### config.mk
export PLATFORM = sky130hd
export DESIGN_NAME = vga_timing
export DESIGN_NICKNAME = d
export VERILOG_FILES = /design/src/rtl/vga_timing.sv
export SDC_FILE = /design/constraint.sdc
export NUM_CORES = 1
export LEC_CHECK = 0
export BUFFER_PORTS_ARGS = -buffer_cell sky130_fd_sc_hd__buf_2
export CORE_ASPECT_RATIO = 1.4
export CORE_UTILIZATION = 45
export CTS_BUF_LIST = sky130_fd_sc_hd__clkbuf_4 sky130_fd_sc_hd__clkbuf_8
export CTS_CLUSTER_SIZE = 8
export DETAILED_ROUTE_END_ITERATION = 8
export GPL_ROUTABILITY_DRIVEN = 0
export MAX_ROUTING_LAYER = met4
export PLACE_DENSITY = 0.76
export SYNTH_ARGS = -nofsm -noshare
export SYNTH_HDL_FRONTEND = slang
export SYNTH_SLANG_ARGS = --single-unit
### constraint.sdc
create_clock -name clk -period 5.5 [get_ports clk]
set_clock_uncertainty 0.1 [all_clocks]
set_input_delay 0.275 -clock clk [delete_from_list [all_inputs] [get_ports clk]]
set_output_delay 0.275 -clock clk [all_outputs]
set_load 0.01 [all_outputs]
### src/rtl/vga_timing.sv
// vga_timing: 1344 x 806 VGA/XGA timing generator for a 65 MHz pixel clock.
// Produces registered pixel/line counters plus blanking, sync and frame-start
// flags that always agree with the counter values shown in the same cycle.
// Optional feature macro: VGA_TIMING_FRAME_CNT_EN adds an 8-bit frame_cnt output
// that counts completed frames (wraps 255 -> 0).

package vga_pkg;
    localparam int unsigned HBLANK_START = 1024;
    localparam int unsigned HBLANK_STOP  = 1344;
    localparam int unsigned HSYNC_START  = 1048;
    localparam int unsigned HSYNC_STOP   = 1184;
    localparam int unsigned VBLANK_START = 768;
    localparam int unsigned VBLANK_STOP  = 806;
    localparam int unsigned VSYNC_START  = 771;
    localparam int unsigned VSYNC_STOP   = 777;
endpackage

module vga_timing #(
    // Geometry defaults come from vga_pkg; overriding them gives a smaller raster
    parameter int unsigned HBLANK_START = vga_pkg::HBLANK_START,
    parameter int unsigned HBLANK_STOP  = vga_pkg::HBLANK_STOP,
    parameter int unsigned HSYNC_START  = vga_pkg::HSYNC_START,
    parameter int unsigned HSYNC_STOP   = vga_pkg::HSYNC_STOP,
    parameter int unsigned VBLANK_START = vga_pkg::VBLANK_START,
    parameter int unsigned VBLANK_STOP  = vga_pkg::VBLANK_STOP,
    parameter int unsigned VSYNC_START  = vga_pkg::VSYNC_START,
    parameter int unsigned VSYNC_STOP   = vga_pkg::VSYNC_STOP
) (
    input  logic        clk,
    input  logic        rst_n,
    input  logic        en,
    output logic [10:0] hcount,
    output logic        hsync,
    output logic        hblnk,
    output logic [10:0] vcount,
    output logic        vsync,
    output logic        vblnk,
    output logic        frame_start
`ifdef VGA_TIMING_FRAME_CNT_EN
    ,
    output logic [7:0]  frame_cnt
`endif
);

    localparam logic [10:0] H_LAST   = 11'(HBLANK_STOP - 1);
    localparam logic [10:0] V_LAST   = 11'(VBLANK_STOP - 1);
    localparam logic [10:0] HB_START = 11'(HBLANK_START);
    localparam logic [10:0] HB_STOP  = 11'(HBLANK_STOP);
    localparam logic [10:0] HS_START = 11'(HSYNC_START);
    localparam logic [10:0] HS_STOP  = 11'(HSYNC_STOP);
    localparam logic [10:0] VB_START = 11'(VBLANK_START);
    localparam logic [10:0] VB_STOP  = 11'(VBLANK_STOP);
    localparam logic [10:0] VS_START = 11'(VSYNC_START);
    localparam logic [10:0] VS_STOP  = 11'(VSYNC_STOP);

    logic [10:0] hcount_nxt;
    logic [10:0] vcount_nxt;
    logic        line_wrap;
    logic        hsync_nxt;
    logic        hblnk_nxt;
    logic        vsync_nxt;
    logic        vblnk_nxt;
    logic        frame_start_nxt;

    // Next counter values and the flags decoded from them, so registered flags match registered counters
    always_comb begin
        hcount_nxt = hcount;
        vcount_nxt = vcount;
        line_wrap  = (hcount == H_LAST);
        if (en) begin
            if (line_wrap) begin
                hcount_nxt = 11'd0;
                if (vcount == V_LAST) begin
                    vcount_nxt = 11'd0;
                end else begin
                    vcount_nxt = vcount + 11'd1;
                end
            end else begin
                hcount_nxt = hcount + 11'd1;
            end
        end
        hsync_nxt       = (hcount_nxt >= HS_START) && (hcount_nxt < HS_STOP);
        hblnk_nxt       = (hcount_nxt >= HB_START) && (hcount_nxt < HB_STOP);
        vsync_nxt       = (vcount_nxt >= VS_START) && (vcount_nxt < VS_STOP);
        vblnk_nxt       = (vcount_nxt >= VB_START) && (vcount_nxt < VB_STOP);
        frame_start_nxt = (hcount_nxt == 11'd0) && (vcount_nxt == 11'd0);
    end

    // Output registers; reset parks the raster at (0,0), which is a frame start
    always_ff @(posedge clk or negedge rst_n) begin
        if (!rst_n) begin
            hcount      <= 11'd0;
            vcount      <= 11'd0;
            hsync       <= 1'b0;
            hblnk       <= 1'b0;
            vsync       <= 1'b0;
            vblnk       <= 1'b0;
            frame_start <= 1'b1;
        end else begin
            hcount      <= hcount_nxt;
            vcount      <= vcount_nxt;
            hsync       <= hsync_nxt;
            hblnk       <= hblnk_nxt;
            vsync       <= vsync_nxt;
            vblnk       <= vblnk_nxt;
            frame_start <= frame_start_nxt;
        end
    end

`ifdef VGA_TIMING_FRAME_CNT_EN
    logic frame_wrap;
    assign frame_wrap = en && line_wrap && (vcount == V_LAST);

    // Completed-frame counter, bumped on the en-qualified last-pixel-of-frame cycle
    always_ff @(posedge clk or negedge rst_n) begin
        if (!rst_n) begin
            frame_cnt <= 8'd0;
        end else if (frame_wrap) begin
            frame_cnt <= frame_cnt + 8'd1;
        end
    end
`endif

endmodule
# Word level (Yosys, flattened, before mapping)
# Index checks and enable logic that the tools add are counted.
word_totals:
  register_bits: 27
  in_bits: 3
  out_inout_bits: 27
  word_cells: 31
op_classes:
  addsub: 2
  order_cmp: 8
  n_eq_ne: 2
  mux: 5
  reduce_logical: 7
op_table:
  columns: ["cell", "n"]
  rows:
  - ["$mux W11", 5]
  - ["$add A11 B1 Y11 const B", 2]
  - ["$ge A11 B10 Y1 const B", 2]
  - ["$ge A11 B11 Y1 const B", 2]
  - ["$logic_not A11 Y1", 2]
  - ["$lt A11 B10 Y1 const B", 2]
  - ["$lt A11 B11 Y1 const B", 2]
  - ["$eq A11 B10 Y1 const B", 1]
  - ["$eq A11 B11 Y1 const B", 1]
  - ["$logic_and A1 B1 Y1", 5]

# Longest topological paths before layout
depth:
  depth_word: 6
  mapped_depth: 8
  mapped_depth_nobuf: 8

# Worst setup path before layout
# No wires, ideal clock.
synth_timing:
  kind: "reg2reg"
  start: "register vcount[0]"
  end: "register vblnk"
  setup_ns: 0.073
  arrival_time_ns: 2.008
  t_required_ns: 5.327
  path_slack_ns: 3.319
  stages_incl_launch_ff: 8
  path_buffers: 0
  period_less_slack_ns: 2.181
  path_cell_list: "dfrtp_1 > ha_1 > inv_1 > or4_4 > nor4_1 > o211ai_1 > nor3b_2 > a21boi_2"
synth_between:
  elab_chain_len: 6
  elab_cells_between_ends: 8
  classes_between: "1 x add/sub; 2 x order compare; 1 x eq/ne; 3 x mux; 1 x reduce/logical"
synth_rtl:
  columns: ["item", "line_no", "rtl"]
  rows:
  - ["from (decl)", "35", "output logic [10:0] vcount,"]
  - ["from (signal assigned)", "101", "vcount <= vcount_nxt;"]
  - ["$add A11 B1 Y11 or $eq A11 B10 Y1 (tied branches)", "76, 73", null]
  - ["$mux W11", "73", "if (vcount == V_LAST) begin"]
  - ["$mux W11", "71", "if (line_wrap) begin"]
  - ["$mux W11 *", "70", "if (en) begin"]
  - ["$ge A11 B10 Y1 or $lt A11 B10 Y1 (tied branches)", "85", "vblnk_nxt = (vcount_nxt >= VB_START) && (vcount_nxt < VB_STOP);"]
  - ["$logic_and A1 B1 Y1 *", "85", null]
  - ["net vblnk_nxt", "62", "logic vblnk_nxt;"]
  - ["to (signal assigned)", "105", "vblnk <= vblnk_nxt;"]
  - ["to (decl)", "37", "output logic vblnk,"]
# Mark *: on every way through the listed nets, which the timed path passes. The rest lies on a longest branch.

# Worst setup path in the final report
layout_timing:
  start: "register vcount[0]"
  end: "register frame_start"
layout_between:
  elab_chain_len: 6
  elab_cells_between_ends: 7
  classes_between: "1 x add/sub; 1 x eq/ne; 3 x mux; 2 x reduce/logical"
layout_rtl:
  columns: ["item", "line_no", "rtl"]
  rows:
  - ["$add A11 B1 Y11 or $eq A11 B10 Y1 (tied branches)", "76, 73", null]
  - ["$mux W11 *", "73", null]
  - ["$mux W11 *", "71", null]
  - ["$mux W11 *", "70", null]
  - ["net vcount_nxt[9]", "57", "logic [10:0] vcount_nxt;"]
  - ["$logic_not A11 Y1 *", "86", "frame_start_nxt = (hcount_nxt == 11'd0) && (vcount_nxt == 11'd0);"]
  - ["$logic_and A1 B1 Y1 *", "86", null]
  - ["net frame_start_nxt", "63", "logic frame_start_nxt;"]
  - ["to (signal assigned)", "106", "frame_start <= frame_start_nxt;"]
  - ["to (decl)", "38", "output logic frame_start"]
# Marked as above.

==> reports/results.tsv <==
metric	value	unit
fp.dieArea	4150	um2
drt-pass1-iter-count	4	
antenna_found_initial	0	
drive_gt1_share	21.2	%
place_area	1890	um2
io_buffer_count	29	
wl	4150	um
maxCapViolations	0	
avgRoutedWirePerCell	16.0	um
synth-seq-cells	27	
multi_input_area	978	um2
period_minus_slack	2.78	ns
fin_total_pwr	595	uW
rsz0062_at_grt	no	
rows	26	
tritoncts	done	
cts_buffer_depth	2	
clock-sinks	27	
status	completed	
drt-initial-drc-count	85	
nNetsFinal	224	
avgSynthCellArea	9.13	um2
slowest_stage	dfrtp_1	
cp-end-kind	flop	
core_area	3680	um2
drc	0	
die_w	54.8	um
areaGrowthSynthToFinish	11.2	%
finalMaxSlewViolations	0	
synth_nets	198	
dp_hpwl	3050	um
grt_pass1_vias	1477	
cp_cell_sequence	ha_1 > nor4b_1 > nand4_1 > nor4_1 > nor3_1 > nor4_1 > o211a_1	
tightestPinTransition	0.598	ns
numCtsBuffers	3	
path_delay_family	simple AND/OR/NAND/NOR gates	
ant_nets	0	
final_cell_area	1950	um2
globalRouteTotalUtil	23.2	%
worstPathArrival	2.91	ns
max_stage_delay	0.55	ns
hold_class	input port to flop	
synthesis.area	1750	um2
insertion_delay	0.27	ns
grt_pass1_wl	6820	um
pre_cts_ws	2.88	ns
ir_drop	265	uV
path_max_fanout	11	
viasPerCell	6.15	
grt-ovfl-total	0	
critPathRequiredTime	5.62	ns
p_leak	0.000862	uW
p_per_area	305	nW/um2
io_pins	30	
seq_area_frac_synth	38.6	%
htree_levels	1	
synth_cell_types	54	
num_vias	1592	
cp_common_cell	nor4_1	
nFillCells	369	
finalHoldViolCount	0	
antennaDiodeCount	0	
synthCells	192	
worst_slew_margin_rel	59.8	%
die_y	75.8	um
clk_pin_slew_worst_paths	0.09	ns
grt_start_max_net_pins	28	
cts_root_buf	clkbuf_8	
critical_path_buf_inv_count	0	
max_freq	0.359	GHz
setup_viol	0	
tns	0	ns
regArea	677	um2
start_kind	flop	
fin_crit_sh	50.6	%
cts_setup_buffers	0	
fin_ws	2.72	ns
ctsResizeCount	0	
start_util	47.7	%
crit_type	flop to flop	
yosys_warnings	0	
Yosys cell counts, drive strengths merged:
library cell	n	area (um2)
nor4	10	83.8
nor3	9	50.1
mux2i	2	20.0
a21boi	1	11.3
or3	2	13.8
dfstp	1	26.3
nand3	15	75.1
o21a	1	7.51
o41ai	1	8.76
o21ai	5	25.0
a21oi	7	35.0
nor4bb	1	10.0
mux2	1	11.3
dfrtp	26	651
a211oi	2	15.0
buf	6	47.5
nand2	19	78.8
nor2	15	56.3
o31ai	1	7.51
a31oi	2	12.5
nand4bb	2	22.5
or4	1	11.3
a2bb2oi	1	8.76
ha	3	37.5
and2	1	6.26
o211ai	2	15.0
xor2	4	35.0
and4	1	8.76
nor3b	2	20.0
o311a	1	10.0
nand3b	2	15.0
nor4b	1	8.76
and3	4	25.0
a31o	1	8.76
o311ai	1	8.76
o32ai	1	8.76
nand4	5	37.5
xnor2	15	131
clkbuf	3	12.5
o211a	1	10.0
and3b	1	10.0
inv	10	37.5
nand4b	1	8.76
a41oi	1	8.76
metal layers:
layer / global-route usage [%] / part of all wire, % / vias up
li1: - / - / 756
met1: 29.1 / 40 / 744
met2: 35.7 / 51 / 81
met3: 2.59 / 6.1 / 11
met4: 12.8 / 2.7 / 0
met5: - / 0 / -
cell families after synthesis:
kind of cell | Yosys count | share of synthesized area (%)
buffers and inverters | 19 | 5.57
adders and majority gates | 3 | 2.14
AOI/OAI and AO/OA | 29 | 11.5
muxes | 3 | 1.78
xor gates and xnor gates | 19 | 9.49
and+or+nand+nor | 92 | 30.9
DFF | 27 | 38.6
what timing repair did:
item | CTS | global route
hold buffers | 1 | 0
endpoints found under the setup margin | 0 | 0
hold endpoints to repair | 26 | 0
where the power goes:
group,internal [uW],switching (uW)
clock,56.8,60.1
sequential,225,68.2
combinational,81.5,104
placed cells by master, fill, tap and decap left out, types with 3 or more instances in the layout:
cell type / netlist / routed
xnor2_1: 15 / 15
and3_1: 4 / 4
nor3_1: 8 / 8
xor2_1: 4 / 4
inv_1: 10 / 10
buf_2: 2 / 29
nor2_1: 15 / 15
ha_1: 3 / 3
nor4_1: 8 / 8
nand4_1: 4 / 4
dfrtp_1: 26 / 26
nand2_1: 18 / 18
nand3_1: 15 / 15
clkbuf_8: 0 / 3
o21ai_0: 5 / 5
a21oi_1: 7 / 7
final timing paths:
path / slack, ns / start / end / cells after the start
max: 2.72 / vcount[0] / frame_start / 7
min: 0.32 / en / hcount[0] / 3
max reg2reg: 2.72 / vcount[0] / frame_start / 7
min reg2reg: 0.47 / vcount[10] / vcount[10] / 1
max in group asynchronous: 4.47 / rst_n / vcount[3] / 2
min in group asynchronous: 0.43 / rst_n / hcount[3] / 2
worst register-to-register path: cells and delay by family (launching register included):
kind                     cells  cell delay, ns
AO/OA/AOI/OAI                1            0.21
flip-flops                   1            0.55
AND/OR/NAND/NOR              5            1.69
adder cells (fa/ha/maj)      1            0.20
registers in the layout (all words and copies together) (netlist names):
signal and cells:
hcount 11, vcount 11, frame_start 1, hblnk 1, hsync 1, vblnk 1
vsync 1
per-stage QoR:
stage / util, % / instances / hold WS, ns
finish: 53.0 / 259 / 0.323
floorplan: - / 192 / -0.121
global placement: 51.4 / 254 / 0.216
global route: 53.0 / 259 / 0.350
detailed placement: 51.4 / 254 / 0.222
CTS: 53.0 / 259 / 0.317
layout make-up:
class / instances / share of cell area (%)
tap: 42 / 2.70
timing repair buffer: 30 / 7.96
multi-input combinational: 146 / 50.2
sequential: 27 / 34.7
inverter: 10 / 1.93
clock buffer: 4 / 2.50
Note: power is estimated with default switching activity, not from simulation.
